===== src/rtl/boe_pkg.sv =====
// Shared widths, FSM state encoding and the sort sentinel for the BOE frame transmitter.
package boe_pkg;

    localparam int MAX_N  = 6;
    localparam int DATA_W = 8;
    localparam int RES_W  = 11;
    localparam int NUM_W  = 3;

    localparam logic [DATA_W-1:0] SORT_FILL = 8'hFF;

    typedef enum logic [2:0] {
        ST_IDLE,
        ST_LOAD,
        ST_SEND,
        ST_WAIT,
        ST_CAPT,
        ST_DONE
    } state_t;

endpackage


===== src/rtl/boe_rx_capture.sv =====
// CAPT-phase demux: routes the BOE result stream into max, sum and sorted-element registers.
module boe_rx_capture
    import boe_pkg::*;
#(
    parameter int MAX_N = boe_pkg::MAX_N
) (
    input  logic                    clk,
    input  logic                    rst,
    input  logic                    start,
    input  logic [NUM_W-1:0]        n,
    input  logic [RES_W-1:0]        result,
    output logic [DATA_W-1:0]       out_max,
    output logic [RES_W-1:0]        out_sum,
    output logic [MAX_N*DATA_W-1:0] out_sort,
    output logic                    cap_done
);

    logic                busy;
    logic [NUM_W:0]      j;
    logic [NUM_W-1:0]    sort_idx;
    logic [DATA_W-1:0]   sort_q [MAX_N];

    // Capture cycle 0 is the start cycle itself; j counts the remaining N+1 cycles.
    assign cap_done = busy && (j == ({1'b0, n} + (NUM_W+1)'(1)));
    assign sort_idx = NUM_W'(j - (NUM_W+1)'(2));

    always_ff @(posedge clk or negedge rst) begin
        if (!rst) begin
            busy    <= 1'b0;
            j       <= '0;
            out_max <= '0;
            out_sum <= '0;
            for (int k = 0; k < MAX_N; k++) sort_q[k] <= SORT_FILL;
        end else if (start) begin
            out_max <= result[DATA_W-1:0];
            busy    <= 1'b1;
            j       <= (NUM_W+1)'(1);
            for (int k = 0; k < MAX_N; k++) begin
                if (NUM_W'(k) >= n) sort_q[k] <= SORT_FILL;
            end
        end else if (busy) begin
            if (j == (NUM_W+1)'(1)) out_sum <= result;
            else                    sort_q[sort_idx] <= result[DATA_W-1:0];
            if (cap_done) busy <= 1'b0;
            else          j    <= j + (NUM_W+1)'(1);
        end
    end

    always_comb begin
        out_sort = '0;
        for (int k = 0; k < MAX_N; k++) out_sort[k*DATA_W +: DATA_W] = sort_q[k];
    end

endmodule


===== src/rtl/boe_frame_tx.sv =====
// Frame transmitter: buffers up to MAX_N samples, streams them to BOE, captures max/sum/sort.
// Optional consistency checker on err is enabled by defining BOE_TX_CHECK_EN.
module boe_frame_tx
    import boe_pkg::*;
#(
    parameter int MAX_N    = boe_pkg::MAX_N,
    parameter int WAIT_CYC = 1
) (
    input  logic                    clk,
    input  logic                    rst,
    input  logic                    in_valid,
    input  logic                    in_last,
    input  logic [DATA_W-1:0]       in_data,
    output logic                    in_ready,
    output logic [NUM_W-1:0]        data_num,
    output logic [DATA_W-1:0]       data_in,
    input  logic [RES_W-1:0]        result,
    output logic [NUM_W-1:0]        out_n,
    output logic [DATA_W-1:0]       out_max,
    output logic [RES_W-1:0]        out_sum,
    output logic [MAX_N*DATA_W-1:0] out_sort,
    output logic                    done,
    output logic                    err
);

    localparam int PH_W = 8;

    state_t            state, state_nx;
    logic [NUM_W-1:0]  count;
    logic [PH_W-1:0]   phase_cnt;
    logic [DATA_W-1:0] sample_buf [MAX_N];
    logic              start;
    logic              cap_done;

    always_ff @(posedge clk or negedge rst) begin
        if (!rst) state <= ST_IDLE;
        else      state <= state_nx;
    end

    always_comb begin
        // NOTE: default first so every path assigns state_nx and no latch is inferred.
        state_nx = state;
        case (state)
            ST_IDLE: state_nx = ST_LOAD;
            ST_LOAD: if (in_valid && (in_last || count == NUM_W'(MAX_N-1))) state_nx = ST_SEND;
            ST_SEND: if (phase_cnt == PH_W'(count) - PH_W'(1)) state_nx = ST_WAIT;
            ST_WAIT: if (phase_cnt == PH_W'(WAIT_CYC-1)) state_nx = ST_CAPT;
            ST_CAPT: if (cap_done) state_nx = ST_DONE;
            ST_DONE: state_nx = ST_IDLE;
            default: state_nx = ST_IDLE;
        endcase
    end

    always_ff @(posedge clk or negedge rst) begin
        if (!rst) begin
            count     <= '0;
            phase_cnt <= '0;
            out_n     <= '0;
            // NOTE: the sample buffer is small and must read as zero in reset, so it is reset explicitly.
            for (int k = 0; k < MAX_N; k++) sample_buf[k] <= '0;
        end else begin
            // phase_cnt restarts on every state change and indexes SEND/WAIT/CAPT cycles.
            phase_cnt <= (state_nx != state) ? '0 : phase_cnt + PH_W'(1);
            if (state == ST_IDLE) count <= '0;
            if (in_ready && in_valid) begin
                sample_buf[count] <= in_data;
                count             <= count + NUM_W'(1);
            end
            if (start) out_n <= count;
        end
    end

    always_comb begin
        in_ready = (state == ST_LOAD);
        done     = (state == ST_DONE);
        data_num = '0;
        data_in  = '0;
        if (state == ST_SEND) begin
            data_in = sample_buf[phase_cnt[NUM_W-1:0]];
            if (phase_cnt == '0) data_num = count;
        end
    end

    assign start = (state == ST_CAPT) && (phase_cnt == '0);

    boe_rx_capture #(.MAX_N(MAX_N)) u_capture (
        .clk      (clk),
        .rst      (rst),
        .start    (start),
        .n        (count),
        .result   (result),
        .out_max  (out_max),
        .out_sum  (out_sum),
        .out_sort (out_sort),
        .cap_done (cap_done)
    );

`ifdef BOE_TX_CHECK_EN
    logic [DATA_W-1:0] exp_max, exp_min;
    logic [RES_W-1:0]  exp_sum;
    logic              err_q, mismatch;

    always_ff @(posedge clk or negedge rst) begin
        if (!rst) begin
            exp_max <= '0;
            exp_min <= '0;
            exp_sum <= '0;
            err_q   <= 1'b0;
        end else begin
            if (state == ST_SEND) begin
                if (phase_cnt == '0) begin
                    exp_max <= data_in;
                    exp_min <= data_in;
                    exp_sum <= RES_W'(data_in);
                end else begin
                    if (data_in > exp_max) exp_max <= data_in;
                    if (data_in < exp_min) exp_min <= data_in;
                    exp_sum <= exp_sum + RES_W'(data_in);
                end
            end
            if (state == ST_LOAD && state_nx == ST_SEND) err_q <= 1'b0;
            else if (state == ST_DONE)                    err_q <= mismatch;
        end
    end

    // Sorted list must be ascending and bracket every sample between element 0 and element N-1.
    always_comb begin
        mismatch = (out_max != exp_max) || (out_sum != exp_sum) ||
                   (out_sort[DATA_W-1:0] > exp_min);
        for (int k = 1; k < MAX_N; k++) begin
            if (NUM_W'(k) < out_n &&
                out_sort[k*DATA_W +: DATA_W] < out_sort[(k-1)*DATA_W +: DATA_W]) mismatch = 1'b1;
        end
        for (int k = 0; k < MAX_N; k++) begin
            if (NUM_W'(k+1) == out_n && out_sort[k*DATA_W +: DATA_W] < exp_max) mismatch = 1'b1;
        end
    end

    assign err = err_q || (state == ST_DONE && mismatch);
`else
    assign err = 1'b0;
`endif

endmodule


===== config.mk =====
export PLATFORM = sky130hd
export DESIGN_NAME = boe_frame_tx
export DESIGN_NICKNAME = d
export VERILOG_FILES = /design/src/rtl/boe_pkg.sv /design/src/rtl/boe_rx_capture.sv /design/src/rtl/boe_frame_tx.sv
export SDC_FILE = /design/constraint.sdc
export NUM_CORES = 1
export LEC_CHECK = 0
export ABC_AREA = 0
export CAP_MARGIN = 15
export CORE_MARGIN = 5
export CORE_UTILIZATION = 31
export DETAILED_ROUTE_END_ITERATION = 10
export MAX_ROUTING_LAYER = met4
export SYNTH_ARGS = -nofsm -noshare
export SYNTH_HDL_FRONTEND = slang
export SYNTH_SLANG_ARGS = --single-unit

===== constraint.sdc =====
create_clock -name clk -period 2.38 [get_ports clk]
set_input_delay 0.595 -clock clk [delete_from_list [all_inputs] [get_ports clk]]
set_output_delay 0.595 -clock clk [all_outputs]
set_load 0.03 [all_outputs]

# Yosys cells after proc, flatten, opt, wreduce, memory -nomap -nowiden
# Cells that the tools add are included.
[word_totals]
out_inout_bits = 84
regBits = 137
input_bits = 23
[op_classes]
n_reduce_logical = 19
order_cmp = 11
n_bitwise = 4
n_addsub = 6
n_eq_ne = 18
n_mux = 35
[op_table]
columns = ["operator", "count"]
rows = [
  ["two-way mux 48 bit", 3],
  ["bitwise mux 48 bit", 2],
  ["two-way mux 8 bit", 12],
  ["demux 8 bit (select 3 bit)", 2],
  ["binary-select mux 8 bit (select 3 bit)", 1],
  ["two-way mux 3 bit", 8],
  ["AND reduction 3 bit", 7],
  ["one-hot mux 3 bit (5 select lines)", 1],
  ["greater-or-equal comparator 4 bit (second input constant)", 3],
  ["two-way mux 4 bit", 3],
  ["!= test 2 x 1 -> 1 bit (second input constant)", 6],
  ["NOT 3 -> 4 bit", 3],
  ["equality test 3 bit (second input constant)", 3],
  ["adder 8 x 1 -> 8 bit (second input constant)", 1],
  ["equality test 8 bit", 1],
  ["logical NOT 8 bit", 1],
  ["< comparator 4 x 1 -> 1 bit (second input constant)", 2],
  ["equality test 3 x 2 -> 1 bit (second input constant)", 2],
  ["greater-or-equal comparator 1 x 3 -> 1 bit (first input constant)", 2],
  ["greater-or-equal comparator 2 x 3 -> 1 bit (first input constant)", 2],
  ["greater-or-equal comparator 3 bit (first input constant)", 2],
  ["logical AND 1 bit", 6],
  ["adder 3 x 1 -> 4 bit (second input constant)", 1],
  ["adder 4 x 1 -> 4 bit (second input constant)", 1],
  ["14 further kinds", 18],
]

# Longest topological paths before layout
# Gate-level depths: netlist of the first run.
[logic_depth]
depth_word = 10
depth_mapped = 10
depth_no_buf = 7

# Modules after synthesis
# From an unflattened synthesis of the first run, not the netlist that was laid out.
[unflattened]
cells_unflattened = 490
hier_area_um2 = 6627.6
[modules_own_cells]
columns = ["module", "instances", "area_each_um2", "cells_each"]
rows = [
  ["boe_rx_capture", 1, 3340.7, 235],
  ["boe_frame_tx", 1, 3286.9, 255],
]

# Worst setup path before layout of the first run
# No wires, ideal clock.
[synth_timing]
path_kind = "flip-flop to output port"
from = "register phase_cnt[0]"
to = "output port data_num[0]"
arrival_time_ns = 2.177
path_slack_ns = -0.392
path_stages_with_launch = 7
path_buffers = 2
path_cell_list = "dfrtp_1 buf_2 clkbuf_1 inv_1 ha_1 nand2_1 nor4_1"
[synth_between]
elab_chain_cells = 3
[synth_lines]
columns = ["element", "line_no", "text"]
rows = [
  ["start: declaration", "boe_frame_tx.sv:30", "logic [PH_W-1:0] phase_cnt;"],
  ["start signal: assignment", "boe_frame_tx.sv:63", "phase_cnt <= (state_nx != state) ? '0 : phase_cnt + PH_W'(1);"],
  ["logical NOT 8 bit", "boe_frame_tx.sv:80", "if (phase_cnt == '0) data_num = count;"],
  ["two-way mux 3 bit", "boe_frame_tx.sv:80", ""],
  ["two-way mux 3 bit", "boe_frame_tx.sv:78", "if (state == ST_SEND) begin"],
  ["end: declaration", "boe_frame_tx.sv:15", "output logic [NUM_W-1:0] data_num,"],
]
# No other way between the ends.

# Final worst setup path of the first run
[layout_timing]
from = "register phase_cnt[0]"
to = "output port data_in[7]"
[layout_between]
elab_chain_cells = 5
[layout_lines]
columns = ["element", "line_no", "text"]
rows = [
  ["NOT 3 -> 4 bit (implied by the code)", "boe_frame_tx.sv:79", "data_in = sample_buf[phase_cnt[NUM_W-1:0]];"],
  ["binary-select mux 8 bit (select 3 bit)", "boe_frame_tx.sv:79", ""],
  ["two-way mux 8 bit (implied by the code) (2 in a row)", "boe_frame_tx.sv:79", ""],
  ["two-way mux 8 bit", "boe_frame_tx.sv:78", ""],
  ["end: declaration", "boe_frame_tx.sv:16", "output logic [DATA_W-1:0] data_in,"],
]
# No other way between the ends. The select of a mux whose other input is x is not followed.

==> qor.yml, run 1 <==
status:
  status: "finished with violations"
  violations: "negative setup slack"
power:
  p_leak_nw: 3.628
  p_clk_frac: 0.189
  pwr-share-seq: 0.343
  sw_frac_of_total: 0.3809
  p_int_mw: 7.958
  combPwrFrac: 0.468
  pwr_density_cell_nw_per_um2: 1471
  ir_drop_uv: 574.3
  power.switching_mw: 4.895
global_routing:
  grt_usage: 0.1502
  grt_pass1_wl_mm: 27.19
  antenna_found_initial: 0
  grt_max_degree: 50
  grt_pass1_vias: 4880
  grt.overflow.total: 0
synthesis:
  ys.warnings.count: 0
  syn-cell-area_um2: 6294
  synth_cell_types: 57
  synth_seq_cells: 137
  synth.area.top_cells: "dfrtp_1, dfstp_2, mux2_2"
  yosysSeqAreaShare: 0.5543
  synth_edf_count: 0
  postSynth.asyncResetShare: 1.000
  synth_top_cell_by_area: "dfrtp_1"
  yosys.area.top_type_share: 0.3539
  synth_nets: 527
  synthFlopType: "dfrtp_1"
  synth_area_per_cell_um2: 12.74
  synth_cells: 494
floorplanning:
  die-width_um: 152.5
  start_util: 0.3130
  die_height_um: 152.5
  fp.coreArea_um2: 20100
  placementRows: 52
  die-area_um2: 23250
  io-pin-count: 107
clock_tree:
  clk_latency_ns: 0.42
  cts-root-buf: "clkbuf_16"
  cts_tree: "done"
  cts.hold.buffers_added: 0
  cts_max_path_buffers: 2
  numCtsBuffers: 17
  clk_pin_slew_worst_paths_ns: 0.06
  cts_num_sinks: 137
  h-tree-depth: 4
timing:
  fin_skew_ns: 0.007526
  fmax_mhz: 391.6
  worst_hold_slack_ns: 0.1299
  setup_viol: 11
  maxSlewViolCount: 0
  grt_setup_unrepaired: "true"
  hold_viol: 0
  setup_ws_ns: -0.1736
  slew_headroom: 0.6400
  period_share: 1.073
  min_period_ns: 2.554
  tightest_slew_ns: 0.5376
cells_and_area:
  area_growth_pct: 38.85
  post-route-cell-area_um2: 8738
  fin_nets: 676
  n_fill_cell: 1825
  antenna_cells: 0
  final_layout_size_suffix_gt1_frac: 0.4207
routing:
  drt-initial-drc-count: 260
  avgRoutedWirePerCell_um: 18.28
  drt_pass1_iterations: 4
  routed_via_density: 4.958
  num_vias: 4591
  drt-total-wl_mm: 16.93
  antenna_left: 0
  drc: 0
run:
  drv_cap: 0
placed_design:
  portBuffers: 105
  gp_congestion: 0.7906
  post_dp_cell_area_um2: 7955
  dpl.hpwl_mm: 11.90
  preCtsSetupSlack_ns: 0.05301
setup_path:
  startpoint_type: "flop"
  end_kind: "primary output"
  reg2reg_depth: 8
  crit_type: "flop to primary output"
  arrival_ns: 1.96
  path_max_fanout: 7
  required_ns: 1.78
  reg2reg_setup_slack_ns: 0.18
hold_path:
  hold_class: "input port to asynchronous set/reset pin"
[registers in the layout (all words and copies together), names as in the netlist]
signal	flops
count	3
u_capture.busy	1
phase_cnt	8
u_capture.j	4
state	3
out_n	3
u_capture.out_sort	48
u_capture.out_max	8
sample_buf	48
u_capture.out_sum	11
[critical path: stages (launching register included)]
cell and delay, ns:
dfrtp_2 0.43, buf_12 0.15, mux4_2 0.52, a22oi_2 0.19
nor2_1 0.07, buf_4 0.17
[layer usage]
layer | global-route usage | part of all wire | vias up
met3 | 0.03863 | 0.055 | 11
li1 | - | - | 2098
met2 | 0.2426 | 0.49 | 135
met4 | 0.03309 | 0.0069 | 0
met5 | - | 0 | -
met1 | 0.1923 | 0.45 | 2347
[synthesized netlist by cell type (all sizes together), types with 3 or more instances]
master,count
o31ai,4
mux2,83
nand2b,3
nand4,10
nor2,33
nand2,41
dfstp,48
and2,3
clkbuf,9
buf,20
xnor2,6
a22oi,9
o21ai,20
mux4,8
nand3,5
inv,8
nor3,7
o22a,32
ha,10
nor4,6
a21oi,6
nor3b,3
dfrtp,89
xor2,7
[kinds of logic after synthesis]
kind of cell / Yosys count / share of synthesized area
flops: 137 / 0.5543
buf+inv: 39 / 0.02624
xor+xnor: 14 / 0.02187
fa+ha+maj: 10 / 0.01988
other cells: 1 / 0.0005958
simple gates: 120 / 0.09960
compound gates: 81 / 0.09881
mux: 92 / 0.1787
[layout by cell type (no fill, tap or decap), types with 3 or more instances in the layout]
cell type	n
o22a_1	32
xnor2_1	6
nor3b_1	3
o21ai_0	16
nand3_1	4
xor2_1	7
o21ai_4	3
inv_1	6
clkinvlp_4	7
ha_1	9
dfrtp_2	3
nand4_1	8
buf_12	8
dfrtp_1	86
dfstp_2	48
a21oi_1	6
nor4_4	4
inv_6	4
nand2_1	39
o31ai_1	4
and2_1	3
nor2_1	32
a22oi_2	8
nor3_2	4
buf_4	55
nor3_1	3
mux2_2	82
clkdlybuf4s50_1	91
mux4_2	8
clkbuf_16	18
[cell type report]
type	instances	area, µm²	share of cell area
clock inverters	12	92.59	0.01060
well taps	270	337.8	0.03866
inverters	10	37.54	0.004296
repair buffers	158	1536	0.1758
flip-flops and latches	137	3492	0.3996
clock buffers	20	446.7	0.05112
multi-input cells	319	2795	0.3199
[stage by stage]
| stage | TNS, ns | cells | util | total power [mW] |
|---|---|---|---|---|
| after floorplan | -0.03473 | 494 | - | 7.859 |
| after global placement | 0 | 882 | 0.3957 | 9.987 |
| after detailed placement | 0 | 882 | 0.3957 | 10.15 |
| after CTS | -1.880 | 922 | 0.4283 | 12.77 |
| after global routing | -2.197 | 926 | 0.4347 | 13.54 |
| final | -1.409 | 926 | 0.4347 | 12.85 |
[power groups by stage]
stage          sequential, mW  combinational (mW)  clock, mW
3_5_place_dp             4.42                5.74          0
6_report                 4.41                6.02       2.43
2_1_floorplan            5.43                2.43          0
5_1_grt                  4.54                6.42       2.59
4_1_cts                  4.38                5.90       2.49
3_3_place_gp             4.35                5.63          0
[final timing paths]
check | startpoint | end
worst max-delay path | phase_cnt[0]$_DFF_PN0_ | data_in[7]
worst min-delay path | rst | u_capture.out_max[6]$_DFFE_PN0P_
worst max register to register | phase_cnt[0]$_DFF_PN0_ | u_capture.out_sort[32]$_DFFE_PN1P_
worst min register to register | out_n[2]$_DFFE_PN0P_ | out_n[2]$_DFFE_PN0P_
max in group asynchronous | rst | u_capture.out_sort[15]$_DFFE_PN1P_
min in group clk | out_n[2]$_DFFE_PN0P_ | out_n[2]$_DFFE_PN0P_
[what timing repair did]
item	4_1_cts	5_1_grt
pin swaps	2	11
cloned	0	2
gates resized for setup	15	22
buffers inserted	8	3
endpoints found under the hold margin	0	0
setup endpoints to repair	13	50
Note: power is estimated with default switching activity, not from simulation.
==> inputs of run 2 (changes only) <==
PLACE_DENSITY = 0.51   (was default)
==> qor.yml, run 2 (synthesis gave the netlist of run 1 again) <==
status:
  status: "finished with violations"
  violations: "negative setup slack"
power:
  power_mw: 13.04  # +1.4%
  ir_drop_uv: 519.4  # -9.6%
  p_leak_nw: 3.752  # +3.4%
  pwr_density_cell_nw_per_um2: 1473  # +0.12%
timing:
  maxSlewViolCount: 0  # unchanged
  period_share: 1.073  # about the same
  setup_viol: 11  # unchanged
  worst_hold_slack_ns: 0.08885  # -0.04101 ns
  min_period_ns: 2.554  # +0.0008900 ns
  hold_viol: 0  # unchanged
  setup_ws_ns: -0.1745  # -0.0008900 ns
  fmax_mhz: 391.5  # about the same
  grt_setup_unrepaired: "true"
  fin_skew_ns: 0.01156  # +0.004039 ns
clock_tree:
  clk_pin_slew_worst_paths_ns: 0.06  # about the same
  numCtsBuffers: 17  # unchanged
  cts-root-buf: "clkbuf_16"
  cts_num_sinks: 137  # unchanged
  clk_latency_ns: 0.42  # about the same
  cts_max_path_buffers: 2  # unchanged
  cts_tree: "done"
  h-tree-depth: 4  # unchanged
routing:
  antenna_left: 0  # unchanged
  drt-total-wl_mm: 16.73  # -1.2%
  drc: 0  # unchanged
  avgRoutedWirePerCell_um: 17.83  # -2.5%
  drt_pass1_iterations: 4  # unchanged
  drt-initial-drc-count: 179  # -31%
  num_vias: 4513  # -1.7%
  routed_via_density: 4.811  # -3.0%
global_routing:
  grt_usage: 0.1497  # -0.0005883
  grt_pass1_wl_mm: 27.10  # -0.33%
  grt_pass1_vias: 4660  # -4.5%
  grt_max_degree: 76  # +52%
  antenna_found_initial: 0  # unchanged
  grt.overflow.total: 0  # unchanged
placed_design:
  portBuffers: 105  # unchanged
  dpl.hpwl_mm: 11.95  # +0.45%
  gp_congestion: 0.8376  # +5.9%
floorplanning:
  placementRows: 52  # unchanged
  io-pin-count: 107  # unchanged
  fp.coreArea_um2: 20100  # unchanged
  die_height_um: 152.5  # unchanged
  die-width_um: 152.5  # unchanged
  start_util: 0.3130  # unchanged
  die-area_um2: 23250  # unchanged
setup_path:
  path_common_cell: "buf_4"
  path_max_fanout: 5  # -2
  crit_path_cell_trace: "buf_4 -> buf_6 -> mux4_2 -> a22oi_1 -> nor2_1 -> buf_4"
  end_kind: "primary output"
  crit_path_max_incr_delay_ns: 0.49  # -0.03 ns
  startpoint_type: "flop"
  arrival_ns: 1.96  # about the same
  crit_type: "flop to primary output"
  required_ns: 1.78  # about the same
  crit_slowest_cell: "mux4_2"
cells_and_area:
  layout_commonest_cell: "clkdlybuf4s50_1"
  multiInputGateArea_um2: 2748  # -1.7%
  fin_nets: 688  # +1.8%
  regArea_um2: 3493  # about the same
  final_cell_mix: "clkdlybuf4s50_1, dfrtp_1, mux2_2, buf_4, dfstp_2"
  n_fill_cell: 1823  # -0.11%
  area_growth_pct: 40.68
  antenna_cells: 0  # unchanged
  utilization: 0.4404  # +0.005725
  final_layout_size_suffix_gt1_frac: 0.4266  # +0.005915
run:
  drv_cap: 0  # unchanged
hold_path:
  hold_class: "input port to asynchronous set/reset pin"
run 2: where the power goes:
group / internal, mW / switching [mW] / total (mW)
clock network: 1.50 / 1.16 / 2.66
registers: 3.68 / 0.636 / 4.31
logic: 2.93 / 3.13 / 6.06
total: 8.11 / 4.93 / 13.0
run 2: area by class of cell:
| class | instances | area share |
|---|---|---|
| clock buffer | 17 | 0.04805 |
| clock inverter | 15 | 0.01922 |
| inverter | 10 | 0.004240 |
| multi-input combinational | 318 | 0.3103 |
| sequential | 137 | 0.3946 |
| tap | 270 | 0.03816 |
| timing repair buffer | 171 | 0.1854 |
run 2: repair_timing:
| action | CTS | global route |
|---|---|---|
| setup endpoints to repair | 26 | 65 |
| gates resized for setup | 30 | 17 |
| buffers inserted | 7 | 11 |
| pin swaps | 5 | 10 |
| hold buffers | 0 | 0 |
run 2: layer usage:
| metal | track usage | share of wire |
|---|---|---|
| met1 | 0.1914 | 0.45 |
| met4 | 0.04540 | 0.013 |
| met3 | 0.03919 | 0.046 |
| met2 | 0.2350 | 0.49 |
| met5 | - | 0 |
run 2: worst paths after layout:
path,cells past startpoint,slack [ns],from,endpoint
min in group clk,2,0.48,out_n[0]$_DFFE_PN0P_,out_n[0]$_DFFE_PN0P_
worst max-delay path,6,-0.17,phase_cnt[0]$_DFF_PN0_,data_in[3]
worst max register to register,7,0.11,phase_cnt[5]$_DFF_PN0_,u_capture.out_sort[5]$_DFFE_PN1P_
worst min register to register,2,0.48,out_n[0]$_DFFE_PN0P_,out_n[0]$_DFFE_PN0P_
worst min-delay path,1,0.09,rst,u_capture.out_sum[5]$_DFFE_PN0P_
max in group asynchronous,2,1.54,rst,phase_cnt[0]$_DFF_PN0_
run 2: worst max-delay path: cells and delay by family, from the launching register on:
kind	cells	cell delay, ns
mux	1	0.49
compound gates	1	0.19
buf+inv	3	0.44
flops	1	0.36
simple gates	1	0.06
run 2: through the flow:
stage          instances  setup TNS (ns)  area, µm²  worst slack [ns]
2_1_floorplan        494        -0.03473       6326          -0.01158
3_3_place_gp         888         -0.3706       8030           -0.1147
3_5_place_dp         888         -0.8988       8030           -0.1326
4_1_cts              927          -2.055       8733           -0.2562
5_1_grt              938          -2.659       8853           -0.2581
6_report             938          -1.351       8853           -0.1745
